==> config.mk <==
export PLATFORM = sky130hd
export DESIGN_NAME = mini_alu_stage
export DESIGN_NICKNAME = d
export VERILOG_FILES = /design/src/rtl/mini_alu_pkg.sv /design/src/rtl/mini_alu.sv /design/src/rtl/mini_alu_stage.sv
export SDC_FILE = /design/constraint.sdc
export NUM_CORES = 1
export LEC_CHECK = 0
export CORE_MARGIN = 2
export CORE_UTILIZATION = 45
export CTS_CLUSTER_SIZE = 20
export DETAILED_ROUTE_END_ITERATION = 8
export PLACE_DENSITY = 0.76
export SYNTH_ARGS = -nofsm -noshare
export SYNTH_HDL_FRONTEND = slang
export SYNTH_SLANG_ARGS = --single-unit
==> constraint.sdc <==
create_clock -name clk -period 2.35 [get_ports clk]
set_input_delay 0.3525 -clock clk [delete_from_list [all_inputs] [get_ports clk]]
set_output_delay 0.3525 -clock clk [all_outputs]
set_load 0.01 [all_outputs]
==> src/rtl/mini_alu_pkg.sv <==
// mini_alu_pkg
//   Shared constants for the mini ALU execute/write-back stage:
//   - INSTR_W: instruction word width (12 bits).
//   - Field layout: [11:9] op, [8:6] rd, [5:3] rs1, [2:0] rs2.
//   - Opcode encodings for the eight register-register operations.
package mini_alu_pkg;

  localparam int unsigned INSTR_W = 12;

  // Every field is three bits wide; each is located by its LSB.
  localparam int unsigned FIELD_W = 3;
  localparam int unsigned OP_LSB  = 9;
  localparam int unsigned RD_LSB  = 6;
  localparam int unsigned RS1_LSB = 3;
  localparam int unsigned RS2_LSB = 0;

  localparam logic [FIELD_W-1:0] OP_ADD  = 3'b000;
  localparam logic [FIELD_W-1:0] OP_SUB  = 3'b001;
  localparam logic [FIELD_W-1:0] OP_AND  = 3'b010;
  localparam logic [FIELD_W-1:0] OP_OR   = 3'b011;
  localparam logic [FIELD_W-1:0] OP_XOR  = 3'b100;
  localparam logic [FIELD_W-1:0] OP_SHL1 = 3'b101;
  localparam logic [FIELD_W-1:0] OP_SHR1 = 3'b110;
  localparam logic [FIELD_W-1:0] OP_PASS = 3'b111;

endpackage

==> src/rtl/mini_alu.sv <==
// mini_alu
//   Purely combinational ALU. All arithmetic wraps modulo 2^WIDTH.
//   Ports:
//     i_op     [2:0]       operation select (encodings in mini_alu_pkg)
//     i_a      [WIDTH-1:0] operand A (rs1)
//     i_b      [WIDTH-1:0] operand B (rs2)
//     o_result [WIDTH-1:0] result
module mini_alu
  import mini_alu_pkg::*;
#(
  parameter int unsigned WIDTH = 4
) (
  input  logic [FIELD_W-1:0] i_op,
  input  logic [WIDTH-1:0]   i_a,
  input  logic [WIDTH-1:0]   i_b,
  output logic [WIDTH-1:0]   o_result
);

  always_comb begin
    o_result = '0;
    case (i_op)
      OP_ADD:  o_result = i_a + i_b;
      OP_SUB:  o_result = i_a - i_b;
      OP_AND:  o_result = i_a & i_b;
      OP_OR:   o_result = i_a | i_b;
      OP_XOR:  o_result = i_a ^ i_b;
      OP_SHL1: o_result = {i_a[WIDTH-2:0], 1'b0};
      OP_SHR1: o_result = {1'b0, i_a[WIDTH-1:1]};
      OP_PASS: o_result = i_a;
      default: o_result = '0;
    endcase
  end

endmodule

==> src/rtl/mini_alu_stage.sv <==
// mini_alu_stage
//   Two-stage execute/write-back pipeline in front of the 8-entry mini
//   register file. Instructions issue into EX on valid&&ready; the ALU
//   result moves to WB one cycle later and WB drives the register file
//   write port. Read-after-write hazards are handled by forwarding when
//   MINI_ALU_FWD_EN is defined, otherwise by holding off issue until the
//   producing instruction has committed.
//   Ports:
//     clk          clock, rising edge
//     rst_n        asynchronous reset, active HIGH
//     instr_valid  instruction presented
//     instr_ready  stage accepts the instruction this cycle (combinational)
//     instr [11:0] {op, rd, rs1, rs2}
//     rf_raddr1/2  register file read addresses (instr rs1 / rs2)
//     rf_rdata1/2  register file asynchronous read data
//     rf_we        register file write enable
//     rf_waddr     register file write address
//     rf_wdata     register file write data
//     zero         WB result is zero (registered with rf_wdata)
//     busy         EX or WB holds a valid instruction
//   Compile-time option: MINI_ALU_FWD_EN selects forwarding over stalling.
module mini_alu_stage
  import mini_alu_pkg::*;
#(
  parameter int unsigned WIDTH = 4
) (
  input  logic               clk,
  input  logic               rst_n,
  input  logic               instr_valid,
  output logic               instr_ready,
  input  logic [INSTR_W-1:0] instr,
  output logic [FIELD_W-1:0] rf_raddr1,
  output logic [FIELD_W-1:0] rf_raddr2,
  input  logic [WIDTH-1:0]   rf_rdata1,
  input  logic [WIDTH-1:0]   rf_rdata2,
  output logic               rf_we,
  output logic [FIELD_W-1:0] rf_waddr,
  output logic [WIDTH-1:0]   rf_wdata,
  output logic               zero,
  output logic               busy
);

  // Instruction field decode
  logic [FIELD_W-1:0] w_op;
  logic [FIELD_W-1:0] w_rd;
  logic [FIELD_W-1:0] w_rs1;
  logic [FIELD_W-1:0] w_rs2;

  assign w_op  = instr[OP_LSB  +: FIELD_W];
  assign w_rd  = instr[RD_LSB  +: FIELD_W];
  assign w_rs1 = instr[RS1_LSB +: FIELD_W];
  assign w_rs2 = instr[RS2_LSB +: FIELD_W];

  assign rf_raddr1 = w_rs1;
  assign rf_raddr2 = w_rs2;

  // EX stage registers
  logic               r_ex_valid;
  logic [FIELD_W-1:0] r_ex_op;
  logic [FIELD_W-1:0] r_ex_rd;
  logic [WIDTH-1:0]   r_ex_a;
  logic [WIDTH-1:0]   r_ex_b;

  // WB stage registers
  logic               r_wb_valid;
  logic [FIELD_W-1:0] r_wb_rd;
  logic [WIDTH-1:0]   r_wb_result;
  logic               r_wb_zero;

  logic [WIDTH-1:0] w_alu_result;
  logic             w_alu_zero;

  mini_alu #(
    .WIDTH (WIDTH)
  ) u_alu (
    .i_op     (r_ex_op),
    .i_a      (r_ex_a),
    .i_b      (r_ex_b),
    .o_result (w_alu_result)
  );

  assign w_alu_zero = (w_alu_result == '0);

  // A stage "hits" a source when it will write that register and the
  // write is not yet visible through the register file read ports.
  // rd==0 never hits: r0 is never written.
  logic w_ex_wr;
  logic w_wb_wr;
  logic w_ex_hit1;
  logic w_ex_hit2;
  logic w_wb_hit1;
  logic w_wb_hit2;

  assign w_ex_wr   = r_ex_valid && (r_ex_rd != '0);
  assign w_wb_wr   = r_wb_valid && (r_wb_rd != '0);
  assign w_ex_hit1 = w_ex_wr && (r_ex_rd == w_rs1);
  assign w_ex_hit2 = w_ex_wr && (r_ex_rd == w_rs2);
  assign w_wb_hit1 = w_wb_wr && (r_wb_rd == w_rs1);
  assign w_wb_hit2 = w_wb_wr && (r_wb_rd == w_rs2);

  logic [WIDTH-1:0] w_opa;
  logic [WIDTH-1:0] w_opb;
  logic             w_stall;

`ifdef MINI_ALU_FWD_EN
  // Youngest producer wins: EX (distance 1) over WB (distance 2).
  always_comb begin
    w_opa = rf_rdata1;
    if (w_ex_hit1) begin
      w_opa = w_alu_result;
    end else if (w_wb_hit1) begin
      w_opa = r_wb_result;
    end
  end

  always_comb begin
    w_opb = rf_rdata2;
    if (w_ex_hit2) begin
      w_opb = w_alu_result;
    end else if (w_wb_hit2) begin
      w_opb = r_wb_result;
    end
  end

  assign w_stall = 1'b0;
`else
  // Without forwarding the reader waits until the producer has left WB,
  // at which point the register file already holds the new value.
  assign w_opa   = rf_rdata1;
  assign w_opb   = rf_rdata2;
  assign w_stall = w_ex_hit1 | w_ex_hit2 | w_wb_hit1 | w_wb_hit2;
`endif

  // rst_n is active high in this codebase
  assign instr_ready = ~rst_n & ~w_stall;

  logic w_issue;
  assign w_issue = instr_valid && instr_ready;

  // Operands are sampled on the issuing edge, so a stalled instruction
  // picks up the committed value once the stall clears.
  always_ff @(posedge clk or posedge rst_n) begin
    if (rst_n) begin
      r_ex_valid <= 1'b0;
      r_ex_op    <= '0;
      r_ex_rd    <= '0;
      r_ex_a     <= '0;
      r_ex_b     <= '0;
    end else begin
      r_ex_valid <= w_issue;
      if (w_issue) begin
        r_ex_op <= w_op;
        r_ex_rd <= w_rd;
        r_ex_a  <= w_opa;
        r_ex_b  <= w_opb;
      end
    end
  end

  // Bubbles advance only the valid bit; WB data keeps its last value.
  always_ff @(posedge clk or posedge rst_n) begin
    if (rst_n) begin
      r_wb_valid  <= 1'b0;
      r_wb_rd     <= '0;
      r_wb_result <= '0;
      r_wb_zero   <= 1'b0;
    end else begin
      r_wb_valid <= r_ex_valid;
      if (r_ex_valid) begin
        r_wb_rd     <= r_ex_rd;
        r_wb_result <= w_alu_result;
        r_wb_zero   <= w_alu_zero;
      end
    end
  end

  assign rf_we    = r_wb_valid && (r_wb_rd != '0);
  assign rf_waddr = r_wb_rd;
  assign rf_wdata = r_wb_result;
  assign zero     = r_wb_zero;
  assign busy     = r_ex_valid | r_wb_valid;

endmodule
==> impl_metrics.json <==
{
  "io_buffers": 39,
  "synthArstFlopShare_pct": 100,
  "grt_max_degree": 25,
  "cp.arrival_ns": 2.42,
  "criticalPathCategory": "flip-flop to flip-flop",
  "grt_pass1_vias": 1368,
  "drt_pass1_iterations": 4,
  "synthAdderAreaFrac_pct": 9.90,
  "fp.dieW_um": 65.8,
  "cts_buffers": 3,
  "wl_um": 3720,
  "fill_cells": 280,
  "postCtsHoldBufs": 0,
  "pin_count": 40,
  "core_um2": 3660,
  "rr_endpoint": "rf_wdata[3]",
  "cp.depth": 11,
  "cts_root_buf": "clkbuf_8",
  "synth_xor_area_share_pct": 6.62,
  "dieArea_um2": 4330,
  "final_common_cell": "clkdlybuf4s50_1",
  "ff2ff_setup_slack_ns": 0.09,
  "avgViaCountPerCell": 5.14,
  "path_buf_inv": 1,
  "maxCapViolCount": 0,
  "worstPathCellList": "nor2_4 -> nand2_2 -> nor2_1 -> a21o_1 -> inv_1 -> ha_1 -> nor2b_1 -> o21a_1 -> o211ai_1 -> a31oi_4 -> mux2_2",
  "finalWeightedCongestion": 0.834,
  "total_power_mw": 2.42,
  "nNetsFinal": 249,
  "cp_slowest_cell": "dfrtp_2",
  "tightest_slew_ns": 0.483,
  "worstPathRequired_ns": 2.50,
  "die_h_um": 65.8,
  "synthMuxAreaShare_pct": 17.5,
  "critPathMaxFanout": 3,
  "clock_path_buffers": 2,
  "crit_path_max_incr_delay_ns": 0.44,
  "fmax_mhz": 442,
  "clk_pin_slew_worst_paths_ns": 0.09,
  "yosys_most_used_dff": "dfrtp_1",
  "synth-edff-count": 0,
  "cp-end-kind": "flip-flop",
  "start_util_pct": 47.0,
  "route.detailed.drc": 0,
  "yosys_warnings": 0,
  "cts.sinks": 24,
  "powerDensity_nw_per_um2": 1030,
  "num_antenna_cells": 0,
  "synth_top_area_share_pct": 34.9,
  "yosys.area_share.simple_pct": 11.6,
  "crit_path_start": "r_ex_op[2]",
  "drtAntennaViolNets": 0,
  "syn_inst": 161,
  "ys_types": 40,
  "hold_path.class": "flip-flop to flip-flop",
  "htree_levels": 1,
  "synth.largest_area_cell": "dfrtp_1",
  "antenna_found_initial": 0,
  "synth-compound-area-share_pct": 12.2,
  "setup_tns_ns": 0,
  "irDropWorstVdd_mv": 0.538,
  "grt_setup_unrepaired": "true",
  "synth_area_leaders": "dfrtp_1, ha_1, mux2_4",
  "syn_area_um2": 1720,
  "status": "finished clean",
  "synth_nets": 197,
  "reg2reg_depth": 11,
  "crit-reg2reg-launch": "r_ex_op[2]",
  "fin_crit_ns": 2.26,
  "slew_headroom_pct": 67.6,
  "grt_overflow": 0,
  "cp_top_family": "compound AO/OA/AOI/OAI gates",
  "seq_area_frac_synth_pct": 34.9,
  "area_delta_synth_final_pct": 37.3,
  "clk_latency_ns": 0.27,
  "core.rowCount": 22,
  "final_core_util_pct": 64.5,
  "detail_route.wl_per_cell_um": 14.3,
  "grt_pass1_wl_um": 6260,
  "fin_crit_sh_pct": 96.3,
  "endpoint": "rf_wdata[3]",
  "pre_cts_ws_ns": -0.0448,
  "dr_total_vias": 1337,
  "drt_iter0_drc": 58,
  "layout-drive-gt1-share_pct": 27.4,
  "avgSynthCellArea_um2": 10.7,
  "p_leak_nw": 1.03,
  "hold_viol": 0,
  "crit_path_start_kind": "flip-flop",
  "ys_ff_latch": 24,
  "tritoncts": "yes",
  "skew_ns": 0.00923,
  "place_hpwl_um": 3060,
  "report.final.slew_viol_count": 0,
  "final_cell_mix": "clkdlybuf4s50_1, dfrtp_1, buf_4",
  "synth_top_family_by_area": "multiplexers",
  "fin_ws_ns": 0.0862,
  "grt_usage_pct": 19.0,
  "finalSetupViolations": 0
}
==> synthesized netlist by cell type (2+ instances only) <==
| master | count |
|---|---|
| nor2b_1 | 2 |
| mux2_2 | 10 |
| inv_1 | 12 |
| o21ai_0 | 4 |
| o31ai_1 | 2 |
| a21oi_1 | 9 |
| nor2_1 | 10 |
| clkbuf_1 | 4 |
| xnor2_1 | 12 |
| nor3_1 | 2 |
| buf_4 | 6 |
| o211ai_2 | 2 |
| mux2i_1 | 3 |
| o211ai_1 | 2 |
| dfrtp_1 | 24 |
| nand2b_1 | 7 |
| nand3_1 | 5 |
| nand2_1 | 2 |
| mux2_4 | 9 |
| ha_1 | 12 |
| a211oi_1 | 3 |
==> worst min path at each step <==
| stage | from | endpoint | slack (ns) | cells past startpoint |
|---|---|---|---|---|
| final | rf_wdata[3] | rf_wdata[3] | 0.51 | 1 |
| after global routing | rf_wdata[3] | rf_wdata[3] | 0.53 | 1 |
| after CTS | rf_wdata[2] | rf_wdata[2] | 0.51 | 2 |
| after detailed placement | rf_wdata[2] | rf_wdata[2] | 0.49 | 2 |
| after global placement | rf_wdata[2] | rf_wdata[2] | 0.47 | 2 |
| after floorplan | rst_n | r_ex_a[0] | 0.37 | 1 |
==> metal layers <==
layer	vias up	global-route usage [%]	routed length [um]
met3	2	4.09	125
met1	656	22.5	1590
met5	-	0	0
li1	654	-	-
met2	25	35.2	1980
met4	0	3.13	19
==> stage by stage <==
stage / instances / cell area, um2 / hold WS, ns
2_1_floorplan: 161 / 1730 / 0.367
3_3_place_gp: 252 / 2230 / 0.473
3_5_place_dp: 252 / 2230 / 0.492
4_1_cts: 256 / 2300 / 0.512
5_1_grt: 260 / 2360 / 0.528
6_report: 260 / 2360 / 0.513
==> flip-flops by register name (all words and copies together), names as in the netlist <==
register,cells
r_ex_a,4
r_ex_b,4
r_ex_op,3
r_ex_rd,3
r_ex_valid,1
r_wb_valid,1
rf_waddr,3
rf_wdata,4
zero,1
==> power by group <==
group | switching, mW | internal, mW | total (mW)
registers | 0.168 | 0.556 | 0.724
logic | 0.588 | 0.754 | 1.34
clock network | 0.131 | 0.228 | 0.359
==> layout make-up <==
type | count | area (um2) | area share (%)
clock inverters | 1 | 30.0 | 1.27
multi-input cells | 113 | 1030 | 43.6
inverters | 12 | 45.0 | 1.91
repair buffers | 59 | 552 | 23.4
well taps | 48 | 60.1 | 2.55
clock buffers | 3 | 41.3 | 1.75
flip-flops and latches | 24 | 603 | 25.6
==> cell families after synthesis <==
family	Yosys count
simple gates	35
compound gates	29
buf+inv	24
xor+xnor	13
flops	24
fa+ha+maj	13
mux	23
==> timing repair <==
item,in CTS,in global routing
setup endpoints to repair,1,2
gates resized for setup,1,8
pin swaps,0,3
setup buffers,0,4
No activity file was read; power rests on OpenSTA's default activity.
